<file path="src/rtl/mil1553_tx_encoder_if.sv">
// Stream handshake into the MIL-STD-1553 encoder: one 16-bit word plus a
// sync-type flag per transfer.
interface mil1553_tx_encoder_if;
  logic [15:0] tdata;   // word to transmit, MSB first
  logic        tuser;   // 1 = command/status sync, 0 = data sync
  logic        tvalid;
  logic        tready;  // holding register empty

  modport master (output tdata, output tuser, output tvalid, input tready);
  modport slave  (input tdata, input tuser, input tvalid, output tready);
endinterface

</file>
<file path="src/rtl/mil1553_tx_encoder.sv">
// MIL-STD-1553 Manchester transmit encoder. A one-word holding register
// feeds an IDLE/SYNC/DATA/PARITY sequencer; every half-bit lasts HALF clocks
// and each word is 40 half-bits. A word waiting in the holding register at
// the end of PARITY starts its sync on the very next cycle, so consecutive
// words go out with no gap. All line outputs are registered.
module mil1553_tx_encoder #(
  parameter int clock_speed = 8000000,
  parameter int bit_rate    = 1000000
) (
  input  logic                       aclk,
  input  logic                       arst,
  mil1553_tx_encoder_if.slave        s_axis,
  output logic                       tx0_1553,
  output logic                       tx1_1553,
  output logic                       en_tx_1553,
  output logic                       busy
);

  localparam int HALF = clock_speed / (2 * bit_rate);
  localparam int CW   = (HALF > 1) ? $clog2(HALF) : 1;
  localparam logic [CW-1:0] CNT_LAST = CW'(HALF - 1);

  typedef enum logic [1:0] {IDLE, SYNC, DATA, PARITY} state_t;

  state_t        state_q;
  logic [CW-1:0] cnt_q;        // clocks within current half-bit
  logic [4:0]    idx_q;        // half-bit index within current state
  logic [15:0]   shift_q;      // word in flight, current bit at [15]
  logic          sync_q;       // sync type of word in flight
  logic          par_q;        // odd parity of word in flight
  logic [15:0]   hold_data_q;
  logic          hold_user_q;
  logic          hold_full_q;
  logic          tready_q;
  logic          tx0_q, tx1_q, en_q, busy_q;

  logic half_end_d, word_end_d, load_d, accept_d;

  assign half_end_d = (cnt_q == CNT_LAST);
  assign word_end_d = (state_q == PARITY) && (idx_q == 5'd1) && half_end_d;
  // A held word starts from IDLE or directly after the previous parity bit.
  assign load_d     = hold_full_q && ((state_q == IDLE) || word_end_d);
  assign accept_d   = s_axis.tvalid && tready_q;

  assign s_axis.tready = tready_q;
  assign tx0_1553      = tx0_q;
  assign tx1_1553      = tx1_q;
  assign en_tx_1553    = en_q;
  assign busy          = busy_q;

  // True and complement line levels for one half-bit.
  function automatic logic [1:0] pair(input logic v);
    return {v, ~v};
  endfunction

  // Sync is three half-bits at one level then three at the other.
  function automatic logic sync_level(input logic user, input logic [4:0] idx);
    return user ? (idx < 5'd3) : (idx >= 5'd3);
  endfunction

  // Holding register: filled on handshake, emptied when the sequencer loads it.
  always_ff @(posedge aclk or posedge arst) begin
    if (arst) begin
      hold_full_q <= 1'b0;
      tready_q    <= 1'b0;
      hold_data_q <= '0;
      hold_user_q <= 1'b0;
    end else if (load_d) begin
      hold_full_q <= 1'b0;
      tready_q    <= 1'b1;
    end else if (accept_d) begin
      hold_full_q <= 1'b1;
      tready_q    <= 1'b0;
      hold_data_q <= s_axis.tdata;
      hold_user_q <= s_axis.tuser;
    end else begin
      tready_q    <= ~hold_full_q;
    end
  end

  // Sequencer: state, half-bit timing and the registered line levels that
  // belong to the half-bit being entered.
  always_ff @(posedge aclk or posedge arst) begin
    if (arst) begin
      state_q  <= IDLE;
      cnt_q    <= '0;
      idx_q    <= '0;
      shift_q  <= '0;
      sync_q   <= 1'b0;
      par_q    <= 1'b0;
      tx0_q    <= 1'b0;
      tx1_q    <= 1'b0;
      en_q     <= 1'b0;
      busy_q   <= 1'b0;
    end else if (load_d) begin
      state_q          <= SYNC;
      cnt_q            <= '0;
      idx_q            <= '0;
      shift_q          <= hold_data_q;
      sync_q           <= hold_user_q;
      par_q            <= ~^hold_data_q;
      {tx0_q, tx1_q}   <= pair(hold_user_q);
      en_q             <= 1'b1;
      busy_q           <= 1'b1;
    end else if (state_q != IDLE) begin
      if (!half_end_d) begin
        cnt_q <= cnt_q + 1'b1;
      end else begin
        cnt_q <= '0;
        case (state_q)
          SYNC: begin
            if (idx_q == 5'd5) begin
              state_q        <= DATA;
              idx_q          <= '0;
              {tx0_q, tx1_q} <= pair(shift_q[15]);
            end else begin
              idx_q          <= idx_q + 5'd1;
              {tx0_q, tx1_q} <= pair(sync_level(sync_q, idx_q + 5'd1));
            end
          end
          DATA: begin
            if (idx_q == 5'd31) begin
              state_q        <= PARITY;
              idx_q          <= '0;
              {tx0_q, tx1_q} <= pair(par_q);
            end else begin
              idx_q <= idx_q + 5'd1;
              if (!idx_q[0]) begin
                {tx0_q, tx1_q} <= pair(~shift_q[15]);
              end else begin
                shift_q        <= {shift_q[14:0], 1'b0};
                {tx0_q, tx1_q} <= pair(shift_q[14]);
              end
            end
          end
          PARITY: begin
            if (idx_q == 5'd0) begin
              idx_q          <= 5'd1;
              {tx0_q, tx1_q} <= pair(~par_q);
            end else begin
              state_q <= IDLE;
              idx_q   <= '0;
              shift_q <= '0;
              tx0_q   <= 1'b0;
              tx1_q   <= 1'b0;
              en_q    <= 1'b0;
              busy_q  <= 1'b0;
            end
          end
          default: state_q <= IDLE;
        endcase
      end
    end
  end

endmodule

</file>
<file path="src/flat_wrapper.sv">
// flat-port wrapper written by rule: the top's interface ports become plain ports
module mil1553_tx_encoder_flat 
#(
  parameter int clock_speed = 8000000,
  parameter int bit_rate    = 1000000
)
  (aclk, arst, tx0_1553, tx1_1553, en_tx_1553, busy, s_axis_tdata, s_axis_tuser, s_axis_tvalid, s_axis_tready);
  mil1553_tx_encoder_if s_axis_i ();
  input  logic aclk;
  input  logic arst;
  output logic tx0_1553;
  output logic tx1_1553;
  output logic en_tx_1553;
  output logic busy;
  input wire logic [$bits(s_axis_i.tdata)-1:0] s_axis_tdata;
  input wire logic [$bits(s_axis_i.tuser)-1:0] s_axis_tuser;
  input wire logic [$bits(s_axis_i.tvalid)-1:0] s_axis_tvalid;
  output wire logic [$bits(s_axis_i.tready)-1:0] s_axis_tready;
  assign s_axis_i.tdata = s_axis_tdata;
  assign s_axis_i.tuser = s_axis_tuser;
  assign s_axis_i.tvalid = s_axis_tvalid;
  assign s_axis_tready = s_axis_i.tready;
  mil1553_tx_encoder #(.clock_speed(clock_speed), .bit_rate(bit_rate)) u_core (.aclk(aclk), .arst(arst), .s_axis(s_axis_i), .tx0_1553(tx0_1553), .tx1_1553(tx1_1553), .en_tx_1553(en_tx_1553), .busy(busy));
endmodule
</file>
<file path="config.mk">
export PLATFORM = sky130hd
export DESIGN_NAME = mil1553_tx_encoder_flat
export DESIGN_NICKNAME = d
export VERILOG_FILES = /design/src/rtl/mil1553_tx_encoder_if.sv /design/src/rtl/mil1553_tx_encoder.sv /design/src/flat_wrapper.sv
export SDC_FILE = /design/constraint.sdc
export NUM_CORES = 1
export LEC_CHECK = 0
export BUFFER_PORTS_ARGS = -buffer_cell sky130_fd_sc_hd__buf_2
export CAP_MARGIN = 20
export CORE_UTILIZATION = 59
export CTS_BUF_LIST = sky130_fd_sc_hd__clkbuf_8 sky130_fd_sc_hd__clkbuf_16
export DETAILED_ROUTE_END_ITERATION = 10
export PLACE_DENSITY = 0.9
export SETUP_SLACK_MARGIN = 0.15
export SYNTH_ARGS = -nofsm -noshare
export SYNTH_HDL_FRONTEND = slang
export SYNTH_SLANG_ARGS = --single-unit
</file>
<file path="constraint.sdc">
create_clock -name aclk -period 2.9 [get_ports aclk]
set_input_delay 0.145 -clock aclk [delete_from_list [all_inputs] [get_ports aclk]]
set_output_delay 0.145 -clock aclk [all_outputs]
set_load 0.02 [all_outputs]
</file>
==> flow_summary.ini, run 1 <==
[setup_path]
worstPathMaxFanout = 17
rrSetupSlack_ns = 0.31
start_kind = flop
path_class = flop to flop
cp-end-kind = flop
cp.arrival_ns = 2.78
critPathRequiredTime_ns = 3.09

[cells_and_area]
fill_cells = 332
drive_above_1_share = 0.2367
n_antenna_cell = 0
fin_nets = 313
fin_cells = 335
areaGrowthSynthToFinish_pct = 10.20

[sta]
finalSetupTns_ns = 0
final.min_clock_period_ns = 2.586
drv_slew = 0
hold_viol_final = 0
tightestPinTransition_ns = 0.8078
min_period_over_period = 0.8918
finClkSkew_ns = 0.004866
setup_viol = 0
rsz0062_at_grt = false
max_slew_margin = 0.4615
max_freq_ghz = 0.3867

[placed_design]
globalplace.congestion = 0.9250
io_buffers = 24
place_inst = 325
detailed_place_hpwl_um = 3916

[synthesis]
synth-edff-count = 0
yosysTopAreaCell = dfrtp_1
syn_nets = 287
ys_top_cells_by_count = 49 x dfrtp_1, 28 x nand2_1, 22 x o21ai_0, 19 x nand3_1, 14 x xnor2_1
yosysUniqueCellTypes = 43
synth-seq-area-share = 0.4465
synth_top_area_frac = 0.4465
synthesis.instances = 256
synthTopCellsByArea = dfrtp_1 45%, mux2_2 5.3%, ha_1 5.0%
synthFlopType = dfrtp_1
syn_area_um2 = 2746
syn-mean-instance-area_um2 = 10.73
yosysMostFrequentCell = dfrtp_1
async_flop_share = 1.000
ys_seq_elements = 49
ys_warn_count = 0

[floorplanning]
dieArea_um2 = 4932
die_y_um = 70.23
initial_core_util = 0.6222
placementRows = 24
ios = 25
fp.coreArea_um2 = 4414
die_x_um = 70.23

[drt]
ant_nets = 0
routed_via_density = 6.060
wire_per_inst_um = 16.78
via_count = 2030
drt_wl_total_um = 5620
drt_iter0_markers = 147
firstDrtPassIters = 4
drc = 0

[run]
max_cap_violations = 0

[grt]
antenna_found_initial = 0
grt_pass1_vias = 2102
grt_max_degree = 50
grt_pass1_wl_um = 9798
grt_use_total = 0.2540
grt.overflow.total = 0

[clocking]
cts.reportedPaths.clkPinSlew_ns = 0.09
post_cts_buffers = 0
clock_latency_ns = 0.30
ctsRootBufferMaster = clkbuf_8
h-tree-depth = 2
clock_path_buffers = 2
cts_buffers = 5
cts_tree = yes
cts_sinks = 49

[pwr]
ir_worst_vdd_mv = 0.7310
power_frac_clock = 0.136
p_switching_uw = 1438
power_frac_comb = 0.508
seqPwrFrac = 0.356
p_int_uw = 2213
power_density_nw_per_um2 = 1206
p_leak_uw = 0.001362
switching_share = 0.3939

[hold_path]
hold_path_class = primary input to flop

[run_status]
status = completed
-- final timing paths --
check                            startpoint                     end  cells after the start
min reg2reg                 u_core.cnt_q[0]         u_core.cnt_q[0]                      1
max reg2reg                 u_core.idx_q[1]   u_core.hold_data_q[3]                      7
min in group asynchronous              arst       u_core.shift_q[5]                      3
max in group asynchronous              arst   u_core.hold_data_q[4]                      4
max                         u_core.idx_q[1]   u_core.hold_data_q[3]                      7
min                        s_axis_tdata[14]  u_core.hold_data_q[14]                      2
-- cell families after synthesis --
kind of cell | after synthesis | share of synthesized area
AND/OR/NAND/NOR | 72 | 0.1321
AO/OA/AOI/OAI | 53 | 0.1271
flip-flops | 49 | 0.4465
multiplexers | 32 | 0.1435
buffers and inverters | 23 | 0.04966
XOR/XNOR | 16 | 0.05103
adder cells (fa/ha/maj) | 11 | 0.05011
-- through the flow --
stage	util	area (um2)	power [uW]	hold WS [ns]	setup slack, ns
2_1_floorplan	-	2746	2749	0.2797	0.5905
5_1_grt	0.6857	3027	3914	0.04351	0.1738
6_report	0.6857	3027	3650	0.05382	0.3139
4_1_cts	0.6783	2994	3642	0.04981	0.2508
3_5_place_dp	0.6519	2878	3125	0.3681	0.2836
3_3_place_gp	0.6519	2878	3025	0.3631	0.4152
-- state kept, by name (all words and copies together) (netlist names) --
name	count
u_core.idx_q	5
u_core.tx0_1553	1
u_core.en_tx_1553	1
u_core.tx1_1553	1
u_core.s_axis.tready	1
u_core.hold_user_q	1
u_core.sync_q	1
u_core.state_q	2
u_core.hold_data_q	16
u_core.shift_q	16
u_core.par_q	1
u_core.hold_full_q	1
u_core.cnt_q	2
-- worst max-delay path, stage by stage (launching register included) --
cell	delay [ns]
dfrtp_1	0.45
inv_1	0.09
ha_1	0.21
nor4b_2	0.17
a31o_2	0.34
nand2_2	0.12
and2_1	0.66
mux2_2	0.42
-- power by group through the flow --
stage	Sequential [uW]	Clock, uW	Combinational [uW]
floorplan	1250	0	1500
CTS	1290	508	1840
finish	1300	497	1850
detailed placement	1300	0	1820
global placement	1280	0	1750
global route	1340	529	2040
-- repair_timing --
action	4_1_cts	5_1_grt
setup endpoints to repair	0	16
hold buffers	0	1
endpoints found under the hold margin	0	5
gates resized for setup	0	2
-- cell usage in the layout (no fill, tap or decap), types with 2 or more instances in the layout --
cell      Yosys  final
mux2_4        9      9
nand2b_1      3      3
buf_2         0     24
nor2b_1       6      6
a21oi_1       7      7
a31oi_1       2      2
dfrtp_1      49     49
mux2_1       10     10
buf_4         1      6
nor2_1        5      5
o21ai_0      22     22
clkbuf_8      0      6
mux2_2       13     13
o41ai_1       2      2
and2_1        3      2
nand2_1      28     28
nand4_1       2      2
a32o_1        2      2
xor2_1        2      2
xnor2_1      14     14
ha_1         11     11
o31ai_1       5      5
inv_1        10     10
nand3_1      19     19
-- cell type report --
class | count | area [um2] | share of cell area
Clock buffer | 6 | 82.58 | 0.02728
Clock inverter | 2 | 33.78 | 0.01116
Inverter | 10 | 37.54 | 0.01240
Multi-Input combinational cell | 184 | 1386 | 0.4580
Sequential cell | 49 | 1226 | 0.4051
Tap cell | 52 | 65.06 | 0.02150
Timing Repair Buffer | 32 | 195.2 | 0.06449
-- per-layer routing --
layer  wire length (um)  up-vias  track usage
met5                  0        -            0
met4                 94        0      0.08222
met3                214       11      0.04906
met2               2867       60       0.4317
met1               2443     1008       0.3256
li1                   -      951            -
No activity file was read; power rests on OpenSTA's default activity.
==> run 2, diff against run 1 <==
--- a/config.mk
+++ b/config.mk
@@ -7,6 +7,7 @@
 export LEC_CHECK = 0
 export BUFFER_PORTS_ARGS = -buffer_cell sky130_fd_sc_hd__buf_2
 export CAP_MARGIN = 20
+export CORE_MARGIN = 10
 export CORE_UTILIZATION = 59
 export CTS_BUF_LIST = sky130_fd_sc_hd__clkbuf_8 sky130_fd_sc_hd__clkbuf_16
 export DETAILED_ROUTE_END_ITERATION = 10
==> run 2 against run 1 <==
Net effect:
- critical path depth did not move
- flip-flop and latch count is the same
- clock power grew 1%
- cell area hardly changed
- critical path type unchanged
- register-to-register slack better by 0.03 ns
- global-route usage is 8.6 points lower
- combinational power about the same
- non-clock buffer count unchanged
- first-iteration DRC count shrank 32%
- routed wire length increased by 4.6%
- core utilization shrank 0.44 points
- clock-buffer cell count unchanged
==> flow_summary.ini, run 2 (same netlist as run 1, synthesis figures left out) <==
[placed_design]
dpl_worst_slack_ns = 0.2396
detailed_place_hpwl_um = 4252
globalplace.congestion = 0.9109
detailed_place.area_um2 = 2878
io_buffers = 24

[grt]
busiest_layer = met2
grt.overflow.total = 0
grt_max_degree = 50
global_route.usage.met2 = 0.2827
grt_use_total = 0.1678
antenna_found_initial = 0
grt_pass1_vias = 2172
use_met1 = 0.2043
gr-usage-met3 = 0.03217
grt_pass1_wl_um = 10340

[setup_path]
critPathRequiredTime_ns = 3.10
cp-end-kind = flop
rrSetupSlack_ns = 0.34
start_kind = flop
path_class = flop to flop
cp.arrival_ns = 2.76
regToRegStartpoint = u_core.idx_q[0]
r2r-end = u_core.tx1_1553
worstPathMaxFanout = 7
worst-r2r-cell-count = 7

[sta]
drv_slew = 0
finClkSkew_ns = 0.003713
setup_ws_ns = 0.3427
max_freq_ghz = 0.3910
min_period_over_period = 0.8818
rsz0062_at_grt = false
setup_viol = 0
max_slew_margin = 0.5366
final.min_clock_period_ns = 2.557
tightestPinTransition_ns = 0.6936
whs_ns = 0.05140
finalSetupTns_ns = 0
hold_viol_final = 0

[pwr]
ir_worst_vdd_mv = 0.5869
power_density_nw_per_um2 = 1206
p_leak_uw = 0.001363

[clocking]
cts_buffers = 5
post_cts_buffers = 0
cts_tree = yes
cts_sinks = 49
h-tree-depth = 2
ctsRootBufferMaster = clkbuf_8
clock_latency_ns = 0.30
clock_path_buffers = 2
cts.reportedPaths.clkPinSlew_ns = 0.09

[floorplanning]
placementRows = 24
initial_core_util = 0.6180
dieArea_um2 = 7784
die_y_um = 88.23
die_x_um = 88.23
fp.coreArea_um2 = 4444
ios = 25

[drt]
drc = 0
wire_per_inst_um = 17.54
drt_iter0_markers = 100
routed_via_density = 6.131
firstDrtPassIters = 4
drt_wl_total_um = 5877
ant_nets = 0
via_count = 2054

[cells_and_area]
fin_nets = 313
top_regs = u_core.hold_data_q: 16 flops, u_core.shift_q: 16 flops, u_core.idx_q: 5 flops
final_common_cell = dfrtp_1
final_cell_mix = 49 x dfrtp_1, 28 x nand2_1, 24 x buf_2
final_area_um2 = 3028
n_antenna_cell = 0
areaGrowthSynthToFinish_pct = 10.25
drive_above_1_share = 0.2403

[hold_path]
min_from = s_axis_tdata[13]
hold_depth = 2
hold_path_class = primary input to flop
hold_path_end = u_core.hold_data_q[13]

[run]
max_cap_violations = 0

[run_status]
status = completed
-- run 2: cell counts in the layout (fill, tap and decap cells not counted) --
No cell type changed its count.
-- run 2: worst max path at each step --
stage,startpoint,endpoint,slack [ns],cells past startpoint
global route,u_core.idx_q[0],u_core.tx1_1553,0.17,7
finish,u_core.idx_q[0],u_core.tx1_1553,0.34,7
global placement,u_core.idx_q[1],u_core.shift_q[9],0.38,7
CTS,u_core.idx_q[1],u_core.shift_q[15],0.20,7
floorplan,u_core.idx_q[0],u_core.tx1_1553,0.59,7
detailed placement,u_core.idx_q[1],u_core.shift_q[15],0.24,7
-- run 2: timing repair --
item | 4_1_cts | 5_1_grt
hold buffers | 0 | 1
endpoints found under the hold margin | 0 | 23
resized for setup | 0 | 3
endpoints found under the setup margin | 0 | 24
-- run 2: layer usage --
metal	vias to the layer above	wire length [um]
met5	-	0
met2	52	2980
met3	11	219
met4	0	121
met1	1038	2555
li1	953	-
-- run 2: final cells by class --
| class | count | area (um2) |
|---|---|---|
| well taps | 52 | 65.06 |
| inverters | 10 | 37.54 |
| clock buffers | 6 | 82.58 |
| fillers | 357 | 1416 |
| clock inverters | 2 | 33.78 |
| flip-flops and latches | 49 | 1226 |
| repair buffers | 32 | 195.2 |
| multi-input cells | 184 | 1388 |
-- run 2: per-stage QoR --
step	utilization	power [uW]	std cells
final	0.6813	3651	335
after global routing	0.6813	3957	335
after CTS	0.6737	3656	333
after detailed placement	0.6475	3147	325
after global placement	0.6475	3032	325
after floorplan	-	2749	256
-- run 2: power breakdown --
part	internal [uW]	leakage, uW	switching, uW	total (uW)
registers	1010	0.000604	298	1300
logic	929	0.000696	917	1850
clock network	278	0.0000626	224	502
-- run 2: critical path: stages (launching register included) --
cell and delay (ns):
dfrtp_1 0.45, ha_1 0.27, and3_1 0.20, ha_1 0.30, a2111oi_1 0.54, a21oi_1 0.13
or3b_1 0.39, a21o_1 0.17
==> run 3, diff against run 2 <==
--- a/config.mk
+++ b/config.mk
@@ -8,10 +8,10 @@
 export BUFFER_PORTS_ARGS = -buffer_cell sky130_fd_sc_hd__buf_2
 export CAP_MARGIN = 20
 export CORE_MARGIN = 10
-export CORE_UTILIZATION = 59
+export CORE_UTILIZATION = 53
 export CTS_BUF_LIST = sky130_fd_sc_hd__clkbuf_8 sky130_fd_sc_hd__clkbuf_16
 export DETAILED_ROUTE_END_ITERATION = 10
-export PLACE_DENSITY = 0.9
+export PLACE_DENSITY = 0.86
 export SETUP_SLACK_MARGIN = 0.15
 export SYNTH_ARGS = -nofsm -noshare
 export SYNTH_HDL_FRONTEND = slang
==> constraint.sdc (replaced) <==
create_clock -name aclk -period 2.2 [get_ports aclk]
set_input_delay 0.11 -clock aclk [delete_from_list [all_inputs] [get_ports aclk]]
set_output_delay 0.11 -clock aclk [all_outputs]
set_load 0.02 [all_outputs]
==> run 3 against run 2 <==
Net effect:
- sequential share of layout area shrank 5.2 points
- final cell count up 13%
- maximum frequency rose by 22%
- routed wire length is 14% higher
- critical endpoint is now u_core.shift_q[3]
- largest cell class unchanged
- largest power group unchanged
==> flow_summary.ini, run 3 (same netlist as run 1, synthesis figures left out) <==
[run_status]
status = completed

[setup_path]
cp.arrival_ns = 2.29
regToRegStartpoint = u_core.state_q[0]
rrSetupSlack_ns = 0.1
cp-end-kind = flop
path_class = flop to flop
worstPathMaxFanout = 8
critPathLaunch = u_core.state_q[0]
critPathRequiredTime_ns = 2.39
start_kind = flop

[sta]
max_slew_margin = 0.6513
finalSetupTns_ns = 0
final.min_clock_period_ns = 2.103
tightestPinTransition_ns = 0.5225
max_freq_ghz = 0.4755
setup_viol = 0
hold_viol_final = 0
drv_slew = 0
finClkSkew_ns = 0.01118
min_period_over_period = 0.9560
rsz0062_at_grt = true

[drt]
drt_wl_total_um = 6671
via_count = 2175
firstDrtPassIters = 5
wire_per_inst_um = 17.69
drt_iter0_markers = 120
routed_via_density = 5.769
drc = 0
ant_nets = 0

[cells_and_area]
final_area_um2 = 3475
fill_cells = 373
top_regs = u_core.hold_data_q: 16 flops, u_core.shift_q: 16 flops, u_core.idx_q: 5 flops
n_antenna_cell = 0
drive_above_1_share = 0.3681
areaGrowthSynthToFinish_pct = 26.51
final_cell_mix = 48 x dfrtp_1, 27 x nand2_1, 25 x buf_4
final-seq-area_um2 = 1227
final_common_cell = dfrtp_1
fin_nets = 337
multi_input_area_um2 = 1572

[placed_design]
globalplace.congestion = 0.9599
detailed_place_hpwl_um = 4377
detailed_place.area_um2 = 3050
io_buffers = 24

[pwr]
p_leak_uw = 0.001534
p_total_uw = 5488
ir_worst_vdd_mv = 0.8211
power_density_nw_per_um2 = 1579

[grt]
grt_max_degree = 22
grt_use_total = 0.1558
grt.overflow.total = 0
grt_pass1_vias = 2324
antenna_found_initial = 0
grt_pass1_wl_um = 10780

[clocking]
cts_tree = yes
ctsRootBufferMaster = clkbuf_8
h-tree-depth = 2
clock_path_buffers = 2
clock_latency_ns = 0.31
cts_buffers = 5
cts_sinks = 49
cts.reportedPaths.clkPinSlew_ns = 0.10

[floorplanning]
die_x_um = 91.99
die_y_um = 91.99
ios = 25
fp.coreArea_um2 = 5075
dieArea_um2 = 8461
initial_core_util = 0.5412
placementRows = 26

[hold_path]
hold_path_class = primary input to flop
min_from = s_axis_tuser

[run]
max_cap_violations = 0
-- run 3: report_power, final --
group	leakage (uW)	internal (uW)	switching, uW
Sequential	0.000603	1330	388
Clock	0.0000574	370	307
Combinational	0.000874	1660	1440
Total	0.00153	3350	2140
-- run 3: metal layers --
layer / wire (um) / global-route usage / part of all wire
met1: 2757 / 0.1717 / 0.41
met2: 3441 / 0.2718 / 0.52
met3: 316 / 0.03586 / 0.047
met4: 155 / 0.08355 / 0.023
met5: 0 / 0 / 0
-- run 3: area by class of cell --
type                            count  area share
Tap cell                           70     0.02521
Clock buffer                        6     0.02377
Timing Repair Buffer               56      0.1232
Clock inverter                      2     0.01080
Multi-Input combinational cell    184      0.4523
Inverter                           10     0.01152
Sequential cell                    49      0.3533
-- run 3: timing repair --
action | in CTS | in global routing
pin swaps | 6 | 5
gates cloned | 1 | 0
endpoints found under the hold margin | 13 | 0
setup endpoints to repair | 38 | 41
buffers inserted | 8 | 3
gates resized for setup | 24 | 17
hold buffers | 1 | 0
-- run 3: worst paths after layout --
check	to	depth (start not counted)
setup / recovery	u_core.shift_q[3]	9
hold / removal	u_core.hold_user_q	2
setup reg to reg	u_core.shift_q[3]	9
hold reg to reg	u_core.cnt_q[0]	1
max in group asynchronous	u_core.shift_q[2]	4
min in group asynchronous	u_core.s_axis.tready	3
-- run 3: through the flow --
stage                 util  instances  hold slack [ns]  setup slack (ns)
detailed placement  0.6011        356          0.07998          -0.07464
CTS                 0.6649        374          0.01067           0.07582
floorplan                -        256           0.2447           0.03940
global route        0.6847        377         0.005864           0.03533
finish              0.6847        377          0.01327           0.09683
global placement    0.6011        356          0.07777           0.09462
-- run 3: critical path, cell delays in order, from the launching register on --
cell and delay [ns]:
dfrtp_1 0.45, ha_1 0.26, buf_4 0.19, nor2_1 0.29, a21oi_2 0.07, nand3_2 0.09, a21boi_4 0.06, buf_4 0.15
buf_16 0.14, mux2_4 0.29
